<file path="src/rtl/muldiv_sequencer_pkg.sv">
// Shared encodings and bundle types for the iterative RV64M multiply/divide unit.
// Imported by the operand-prep block, the handshake interface and the sequencer.
package muldiv_sequencer_pkg;

    localparam logic [2:0] MULDIV_OP_MUL    = 3'b000;
    localparam logic [2:0] MULDIV_OP_MULH   = 3'b001;
    localparam logic [2:0] MULDIV_OP_MULHSU = 3'b010;
    localparam logic [2:0] MULDIV_OP_MULHU  = 3'b011;
    localparam logic [2:0] MULDIV_OP_DIV    = 3'b100;
    localparam logic [2:0] MULDIV_OP_DIVU   = 3'b101;
    localparam logic [2:0] MULDIV_OP_REM    = 3'b110;
    localparam logic [2:0] MULDIV_OP_REMU   = 3'b111;

    localparam logic [2:0] MULDIV_ST_IDLE  = 3'd0;
    localparam logic [2:0] MULDIV_ST_PREP  = 3'd1;
    localparam logic [2:0] MULDIV_ST_CALC  = 3'd2;
    localparam logic [2:0] MULDIV_ST_FIXUP = 3'd3;
    localparam logic [2:0] MULDIV_ST_DONE  = 3'd4;

    localparam logic [6:0] ITER_DWORD = 7'd64;
    localparam logic [6:0] ITER_WORD  = 7'd32;

    typedef struct packed {
        logic [63:0] ext1;
        logic [63:0] mag1;
        logic [63:0] mag2;
        logic        neg_lo;
        logic        neg_hi;
        logic        div_zero;
        logic        overflow;
        logic        illegal;
    } prep_t;

    function automatic logic [63:0] sext_word(input logic [31:0] v);
        return {{32{v[31]}}, v};
    endfunction

endpackage

</file>
<file path="src/rtl/muldiv_sequencer_if.sv">
// Start/busy/done handshake and operand/result bus of the multiply/divide unit.
// master drives requests (execute stage), slave is the sequencer.
interface muldiv_sequencer_if;
    import muldiv_sequencer_pkg::*;

    logic        start_in;
    logic [2:0]  funct3_in;
    logic        word_op_in;
    logic        flush_in;
    logic [63:0] rs1_value_in;
    logic [63:0] rs2_value_in;
    logic [63:0] result_out;
    logic        busy_out;
    logic        done_out;
    logic        stall_signal_out;

    modport master (
        output start_in, funct3_in, word_op_in, flush_in,
        output rs1_value_in, rs2_value_in,
        input  result_out, busy_out, done_out, stall_signal_out
    );

    modport slave (
        input  start_in, funct3_in, word_op_in, flush_in,
        input  rs1_value_in, rs2_value_in,
        output result_out, busy_out, done_out, stall_signal_out
    );

endinterface

</file>
<file path="src/rtl/muldiv_operand_prep.sv">
// Operand width extension, magnitudes, result sign flags and special-case
// detection; purely combinational on the latched request.
module muldiv_operand_prep
    import muldiv_sequencer_pkg::*;
(
    input  logic [2:0]  funct3,
    input  logic        word_op,
    input  logic [63:0] rs1_value,
    input  logic [63:0] rs2_value,
    output prep_t       prep
);

    logic        is_div;
    logic        sext_w;
    logic        signed1;
    logic        signed2;
    logic        neg1;
    logic        neg2;
    logic [63:0] ext1;
    logic [63:0] ext2;
    logic [63:0] w_min;

    always_comb begin
        signed1 = 1'b0;
        signed2 = 1'b0;
        unique case (funct3)
            MULDIV_OP_MULH,
            MULDIV_OP_DIV,
            MULDIV_OP_REM: begin
                signed1 = 1'b1;
                signed2 = 1'b1;
            end
            MULDIV_OP_MULHSU: signed1 = 1'b1;
            default: ;
        endcase
    end

    assign is_div = funct3[2];
    assign sext_w = (funct3 == MULDIV_OP_MUL) |
                    (funct3 == MULDIV_OP_DIV) |
                    (funct3 == MULDIV_OP_REM);

    assign ext1 = !word_op ? rs1_value :
                  sext_w   ? sext_word(rs1_value[31:0]) :
                             {32'd0, rs1_value[31:0]};
    assign ext2 = !word_op ? rs2_value :
                  sext_w   ? sext_word(rs2_value[31:0]) :
                             {32'd0, rs2_value[31:0]};

    assign neg1 = signed1 & ext1[63];
    assign neg2 = signed2 & ext2[63];

    // Most negative value at the operating width, already sign-extended.
    assign w_min = word_op ? 64'hFFFF_FFFF_8000_0000
                           : 64'h8000_0000_0000_0000;

    assign prep.ext1     = ext1;
    assign prep.mag1     = neg1 ? -ext1 : ext1;
    assign prep.mag2     = neg2 ? -ext2 : ext2;
    assign prep.neg_lo   = neg1 ^ neg2;
    assign prep.neg_hi   = neg1;
    assign prep.div_zero = is_div & (ext2 == 64'd0);
    assign prep.overflow = is_div & ~funct3[0] &
                           (ext1 == w_min) & (&ext2);
    assign prep.illegal  = word_op & ~is_div &
                           (funct3[1:0] != 2'b00);

endmodule

</file>
<file path="src/rtl/muldiv_sequencer.sv">
// Iterative RV64M multiply/divide controller: one bit per cycle shift-add
// multiply or restoring divide, then sign fixup and hi/lo/W selection.
module muldiv_sequencer
    import muldiv_sequencer_pkg::*;
#(
    parameter int XLEN = 64
) (
    input  logic              clk_in,
    input  logic              reset_n_in,
    muldiv_sequencer_if.slave bus
);

    logic [2:0]      state_q;
    logic [2:0]      funct3_q;
    logic            word_q;
    logic [XLEN-1:0] op1_q;
    logic [XLEN-1:0] op2_q;
    logic [XLEN-1:0] hi_q;
    logic [XLEN-1:0] lo_q;
    logic [XLEN-1:0] m_q;
    logic [6:0]      cnt_q;
    logic [XLEN-1:0] result_q;

    prep_t           prep;
    logic            is_div;
    logic            special;
    logic [XLEN:0]   sum;
    logic [XLEN:0]   sh;
    logic [XLEN:0]   diff;
    logic [XLEN-1:0] hi_n;
    logic [XLEN-1:0] lo_n;
    logic [2*XLEN-1:0] prod;
    logic [2*XLEN-1:0] prod_fix;
    logic [XLEN-1:0] quo;
    logic [XLEN-1:0] rem;
    logic [XLEN-1:0] raw;
    logic [XLEN-1:0] res_n;

    muldiv_operand_prep u_prep (
        .funct3    (funct3_q),
        .word_op   (word_q),
        .rs1_value (op1_q),
        .rs2_value (op2_q),
        .prep      (prep)
    );

    assign is_div  = funct3_q[2];
    assign special = prep.div_zero | prep.overflow | prep.illegal;

    // One iteration: multiply shifts the product right through lo,
    // divide shifts the dividend left out of lo into the remainder.
    always_comb begin
        sum  = {1'b0, hi_q} + (lo_q[0] ? {1'b0, m_q} : '0);
        sh   = {hi_q, lo_q[XLEN-1]};
        diff = sh - {1'b0, m_q};
        if (is_div) begin
            if (!diff[XLEN]) begin
                hi_n = diff[XLEN-1:0];
                lo_n = {lo_q[XLEN-2:0], 1'b1};
            end else begin
                hi_n = sh[XLEN-1:0];
                lo_n = {lo_q[XLEN-2:0], 1'b0};
            end
        end else begin
            hi_n = sum[XLEN:1];
            lo_n = {sum[0], lo_q[XLEN-1:1]};
        end
    end

    // Word multiplies stop after 32 shifts, leaving the low word in lo[63:32].
    always_comb begin
        prod     = {hi_q, lo_q};
        prod_fix = prep.neg_lo ? -prod : prod;
        quo      = prep.neg_lo ? -lo_q : lo_q;
        rem      = prep.neg_hi ? -hi_q : hi_q;
        if (prep.illegal) begin
            raw = '0;
        end else if (prep.div_zero) begin
            raw = funct3_q[1] ? prep.ext1 : '1;
        end else if (prep.overflow) begin
            raw = funct3_q[1] ? '0 : prep.ext1;
        end else if (is_div) begin
            raw = funct3_q[1] ? rem : quo;
        end else if (funct3_q[1:0] == 2'b00) begin
            raw = word_q ? {32'd0, prod_fix[63:32]}
                         : prod_fix[XLEN-1:0];
        end else begin
            raw = prod_fix[2*XLEN-1:XLEN];
        end
        res_n = word_q ? sext_word(raw[31:0]) : raw;
    end

    always_ff @(posedge clk_in or negedge reset_n_in) begin
        if (!reset_n_in) begin
            state_q  <= MULDIV_ST_IDLE;
            funct3_q <= '0;
            word_q   <= 1'b0;
            op1_q    <= '0;
            op2_q    <= '0;
            hi_q     <= '0;
            lo_q     <= '0;
            m_q      <= '0;
            cnt_q    <= '0;
            result_q <= '0;
        end else if (bus.flush_in) begin
            state_q <= MULDIV_ST_IDLE;
        end else begin
            unique case (state_q)
                MULDIV_ST_IDLE: begin
                    if (bus.start_in) begin
                        funct3_q <= bus.funct3_in;
                        word_q   <= bus.word_op_in;
                        op1_q    <= bus.rs1_value_in;
                        op2_q    <= bus.rs2_value_in;
                        state_q  <= MULDIV_ST_PREP;
                    end
                end
                MULDIV_ST_PREP: begin
                    hi_q  <= '0;
                    cnt_q <= word_q ? ITER_WORD : ITER_DWORD;
                    if (is_div) begin
                        lo_q <= word_q ? {prep.mag1[31:0], 32'd0}
                                       : prep.mag1;
                        m_q  <= prep.mag2;
                    end else begin
                        lo_q <= prep.mag2;
                        m_q  <= prep.mag1;
                    end
                    state_q <= special ? MULDIV_ST_FIXUP
                                       : MULDIV_ST_CALC;
                end
                MULDIV_ST_CALC: begin
                    hi_q  <= hi_n;
                    lo_q  <= lo_n;
                    cnt_q <= cnt_q - 7'd1;
                    if (cnt_q == 7'd1) begin
                        state_q <= MULDIV_ST_FIXUP;
                    end
                end
                MULDIV_ST_FIXUP: begin
                    result_q <= res_n;
                    state_q  <= MULDIV_ST_DONE;
                end
                default: state_q <= MULDIV_ST_IDLE;
            endcase
        end
    end

    assign bus.result_out       = result_q;
    assign bus.busy_out         = (state_q != MULDIV_ST_IDLE);
    assign bus.done_out         = (state_q == MULDIV_ST_DONE);
    assign bus.stall_signal_out =
        (bus.start_in & (state_q == MULDIV_ST_IDLE)) |
        (bus.busy_out & ~bus.done_out);

endmodule

</file>
<file path="src/flat_wrapper.sv">
// flat-port wrapper written by rule: the top's interface ports become plain ports
module muldiv_sequencer_flat import muldiv_sequencer_pkg::*;
#(
    parameter int XLEN = 64
)
  (clk_in, reset_n_in, bus_start_in, bus_funct3_in, bus_word_op_in, bus_flush_in, bus_rs1_value_in, bus_rs2_value_in, bus_result_out, bus_busy_out, bus_done_out, bus_stall_signal_out);
  muldiv_sequencer_if bus_i ();
  input  logic clk_in;
  input  logic reset_n_in;
  input wire logic [$bits(bus_i.start_in)-1:0] bus_start_in;
  input wire logic [$bits(bus_i.funct3_in)-1:0] bus_funct3_in;
  input wire logic [$bits(bus_i.word_op_in)-1:0] bus_word_op_in;
  input wire logic [$bits(bus_i.flush_in)-1:0] bus_flush_in;
  input wire logic [$bits(bus_i.rs1_value_in)-1:0] bus_rs1_value_in;
  input wire logic [$bits(bus_i.rs2_value_in)-1:0] bus_rs2_value_in;
  output wire logic [$bits(bus_i.result_out)-1:0] bus_result_out;
  output wire logic [$bits(bus_i.busy_out)-1:0] bus_busy_out;
  output wire logic [$bits(bus_i.done_out)-1:0] bus_done_out;
  output wire logic [$bits(bus_i.stall_signal_out)-1:0] bus_stall_signal_out;
  assign bus_i.start_in = bus_start_in;
  assign bus_i.funct3_in = bus_funct3_in;
  assign bus_i.word_op_in = bus_word_op_in;
  assign bus_i.flush_in = bus_flush_in;
  assign bus_i.rs1_value_in = bus_rs1_value_in;
  assign bus_i.rs2_value_in = bus_rs2_value_in;
  assign bus_result_out = bus_i.result_out;
  assign bus_busy_out = bus_i.busy_out;
  assign bus_done_out = bus_i.done_out;
  assign bus_stall_signal_out = bus_i.stall_signal_out;
  muldiv_sequencer #(.XLEN(XLEN)) u_core (.clk_in(clk_in), .reset_n_in(reset_n_in), .bus(bus_i));
endmodule
</file>
<file path="config.mk">
export PLATFORM = sky130hd
export DESIGN_NAME = muldiv_sequencer_flat
export DESIGN_NICKNAME = d
export VERILOG_FILES = /design/src/rtl/muldiv_sequencer_pkg.sv /design/src/rtl/muldiv_sequencer_if.sv /design/src/rtl/muldiv_operand_prep.sv /design/src/rtl/muldiv_sequencer.sv /design/src/flat_wrapper.sv
export SDC_FILE = /design/constraint.sdc
export NUM_CORES = 2
export LEC_CHECK = 0
export BUFFER_PORTS_ARGS = -buffer_cell sky130_fd_sc_hd__buf_4
export CAP_MARGIN = 0
export CORE_MARGIN = 5
export CORE_UTILIZATION = 25
export CTS_BUF_LIST = sky130_fd_sc_hd__clkbuf_4
export CTS_CLUSTER_DIAMETER = 150
export DETAILED_ROUTE_END_ITERATION = 7
export GPL_ROUTABILITY_DRIVEN = 0
export HOLD_SLACK_MARGIN = 0.15
export PLACE_DENSITY = 0.37
export SLEW_MARGIN = 5
export SYNTH_ARGS = -nofsm -noshare
export SYNTH_HDL_FRONTEND = slang
export SYNTH_SLANG_ARGS = --single-unit
</file>
<file path="constraint.sdc">
create_clock -name clk_in -period 8.2 [get_ports clk_in]
set_input_delay 1.64 -clock clk_in [delete_from_list [all_inputs] [get_ports clk_in]]
set_output_delay 1.64 -clock clk_in [all_outputs]
set_load 0.02 [all_outputs]
</file>
==> summary.md <==
| Metric | Value |
|---|---|
| Die width | 393 um |
| Count of pins over their slew limit | 0 |
| Min-Delay Path Class | flop to flop |
| Number of CTS-inserted buffers | 121 |
| Main synth FF type | dfrtp_1 |
| # rows | 140 |
| Dominant cells by area after synthesis | dfrtp_1 27%, a21oi_1 6.7%, o21ai_0 6.6%, xor2_1 5.1%, nor2_1 4.9% |
| Maximum vdd ir drop | 0.164 mV |
| Critical Path End Type | flop |
| Critical path class | flop to flop |
| Hold-fix buffers at CTS | 0 |
| Sequential-to-total area share from yosys stat | 27.1% |
| Clock Skew | 0.113 ns |
| GRT overflow | 0 |
| Drt wl/cell | ~29 um |
| # setup viols final | 0 |
| Switching Share | 59.9% |
| Final Non-Filler Cells | 6,874 |
| Setup ws final | 2.21 ns |
| Post-DP HPWL | about 160 mm |
| Post-route DRC violation count | 0 |
| Startpoint Class | flop |
| RSZ-0062 raised after global routing | no |
| Final core utilization | 28.5% |
| Clk sinks | 398 |
| R2R setup slack | about 2.2 ns |
| Cell variety after synth | 86 |
| Fmax | roughly 0.17 GHz |
| Worst slack, placed | 2.22 ns |
| Met1 WL | 90.5 mm |
| Vias per cell | roughly 5.7 |
| Placed Instance Area | between 30,000 and 40,000 um^2 |
| Syn_nets | 5,104 |
| Core area | 146,000 um^2 |
| Met3 routed WL | around 14 mm |
| Top cell type's share of synthesized area | between 20% and 30% |
| Period utilisation layout | about three quarters |
| Cell internal pwr | 8.83 mW |
| Seq pwr share | 21.0% |
| Setup bufs post-CTS | 0 |
| Max cap viols | 0 |
| Detailed Route WL | between 150 and 200 mm |
| Clock group share of total power | around a tenth |
| Vias | between 30,000 and 40,000 |
| Clk root buf | clkbuf_4 |
| Final Hold Vio Count | 0 |
| Post-Syn Instances | 4,831 |
| Avg Cell Area, Syn | ~7.6 um^2 |
| CTS tree | yes |
| Req. time, crit path | 9.20 ns |
| Yosys warning count | 0 |
| CP Max Fanout | 57 |
| Sw power | ~13 mW |
| WL met2 | 85.2 mm |
| Post-route ant nets | 0 |
| I/O pins | roughly 200 |
| Global-route wire length before repair | roughly 280 mm |
| Tot GR Track Use | between 20% and 30% |
| Die area | 155,000 um^2 |
| Uppermost routed layer | met5 |
| PortBufs | 202 |
| Post-route minimum period | roughly 6.0 ns |
| Post-synth top area cell | dfrtp_1 |
| Layout area overhead | 13.3% |
| Post-synth EDFFs | 0 |
| Async set-reset flop share out of synthesis | 100% |
| Worst-path clk slew | 0.07 ns |
| CTS Buffer Depth | 3 |
| Post-route cell area | 41,600 um^2 |
| Router iterations before antenna repair | 7 |
| H-tree depth | 3 |
| WP data arrival | 6.99 ns |
| PD cells | 529 nW/um^2 |
| Worst-margin pin slew | 1.33 ns |
| Die height | 393 um |
| Vias in the first global route | around 37,000 |
| Initial antenna violation count | 17 |
| Logic pwr share | 69.4% |
| Synthesized cell area | 36,700 um^2 |
| Initial drt markers | 4,609 |
| Outcome | complete, no violations |
| Initial core utilization | ~25% |
| Synth Register Bits | 398 |
| Worst-Skew Late Latency | 1.16 ns |
| Largest net degree at the start of global routing | roughly 130 |
| Nets | just over 5,000 |
| Share of layout cells above drive strength 1 | 14.4% |
| Leak Pwr | between 15 and 20 nW |
| Slew HR | 10.6% |
| DP Cell Count | ~6,600 |
| Setup TNS | 0 ns |
| Post-CTS sizing | 0 |
==> per-layer routing <==
metal  global-route usage, %  up-vias
met2                    37.3     1685
met5                       0        -
li1                        -    17727
met4                    10.4        4
met3                    4.50      379
met1                    35.4    19432
==> power groups by stage <==
stage | clock network (mW) | logic [mW] | registers, mW
after detailed placement | 0 | 14.9 | 4.59
final | 2.11 | 15.3 | 4.63
after CTS | 2.20 | 14.9 | 4.56
after global routing | 2.29 | 16.2 | 4.70
after global placement | 0 | 15.0 | 4.59
after floorplan | 0 | 9.60 | 3.64
==> through the flow <==
stage	hold WS, ns	power (mW)
finish	0.470	22.0
global route	0.445	23.2
CTS	0.399	21.7
detailed placement	0.462	19.4
global placement	0.461	19.6
floorplan	0.449	13.2
==> synthesized netlist by cell type, types with 32 or more instances <==
cell / n
a211oi_1: 59
a21o_1: 88
a21oi_1: 488
a31oi_1: 85
buf_1: 44
clkbuf_1: 332
dfrtp_1: 398
ha_1: 135
inv_1: 113
mux2_2: 147
mux2i_1: 61
nand2_1: 452
nand3_1: 111
nand4_1: 56
nor2_1: 481
nor2b_1: 32
nor3_1: 110
nor4_1: 55
o211ai_1: 84
o21ai_0: 483
o221ai_1: 42
o31ai_1: 57
or3_1: 45
xnor2_1: 187
xor2_1: 212
==> sequential cells by signal, summed over array words and instances, names as in the netlist, 3 cells and up <==
signal / cells
u_core.state_q: 3
u_core.hi_q: 64
u_core.m_q: 64
u_core.bus.result_out: 64
u_core.lo_q: 64
u_core.op1_q: 64
u_core.funct3_q: 3
u_core.cnt_q: 7
u_core.op2_q: 64
==> cell type report <==
class,count,area (um^2)
clock inverter,28,163
multi-input combinational,3928,25000
inverter,115,433
fill,16103,104000
sequential,398,9970
antenna,11,27.5
tap,1917,2400
timing repair buffer,289,2210
clock buffer,188,1410
==> worst max-delay path, cell delays in order, from the launching register on <==
cell and delay, ns:
dfrtp_1 0.46, inv_1 0.14, ha_1 0.18, inv_1 0.06
fa_1 0.43, a211oi_1 0.30, o21ai_0 0.18, a221oi_1 0.65
nor4_1 0.25, o311ai_0 0.84, a2111oi_0 0.25, buf_4 0.20
or4_1 0.47, nand3_4 0.50, buf_4 0.44, nor2_1 0.09
a211oi_1 0.20, o21ai_0 0.09
==> cell families (layout without fill, tap and decap cells) <==
family / count (synthesis) / after routing / synth area share [%]
buf+inv: 505 / 620 / 5.25
fa+ha+maj: 137 / 137 / 4.71
simple gates: 1526 / 1526 / 19.5
compound gates: 1658 / 1658 / 27.8
flops: 398 / 398 / 27.1
mux: 208 / 208 / 6.17
other cells: 0 / 11 / 0
xor+xnor: 399 / 399 / 9.52
==> cells in the final DEF, fill, tap and decap left out, types with 54 or more instances in the layout <==
cell / instances
a211oi_1: 59
clkbuf_4: 188
buf_4: 285
xor2_1: 212
a21o_1: 88
o31ai_1: 56
nand2_1: 451
xnor2_1: 185
dfrtp_1: 395
nor2_1: 474
nand3_1: 109
inv_1: 111
nand4_1: 56
a21oi_1: 487
mux2_2: 147
a31oi_1: 85
mux2i_1: 61
o211ai_1: 84
nor4_1: 54
nor3_1: 110
o21ai_0: 482
ha_1: 135
==> path summary, 6_finish.rpt <==
kind / startpoint / to / cells past startpoint
max: u_core.lo_q[63] / u_core.hi_q[19] / 17
min: u_core.bus.result_out[44] / u_core.bus.result_out[44] / 2
max reg2reg: u_core.lo_q[63] / u_core.hi_q[19] / 17
min reg2reg: u_core.bus.result_out[44] / u_core.bus.result_out[44] / 2
max in group asynchronous: reset_n_in / u_core.cnt_q[1] / 2
min in group asynchronous: reset_n_in / u_core.op1_q[30] / 1
(Power assumes the default switching activity.)
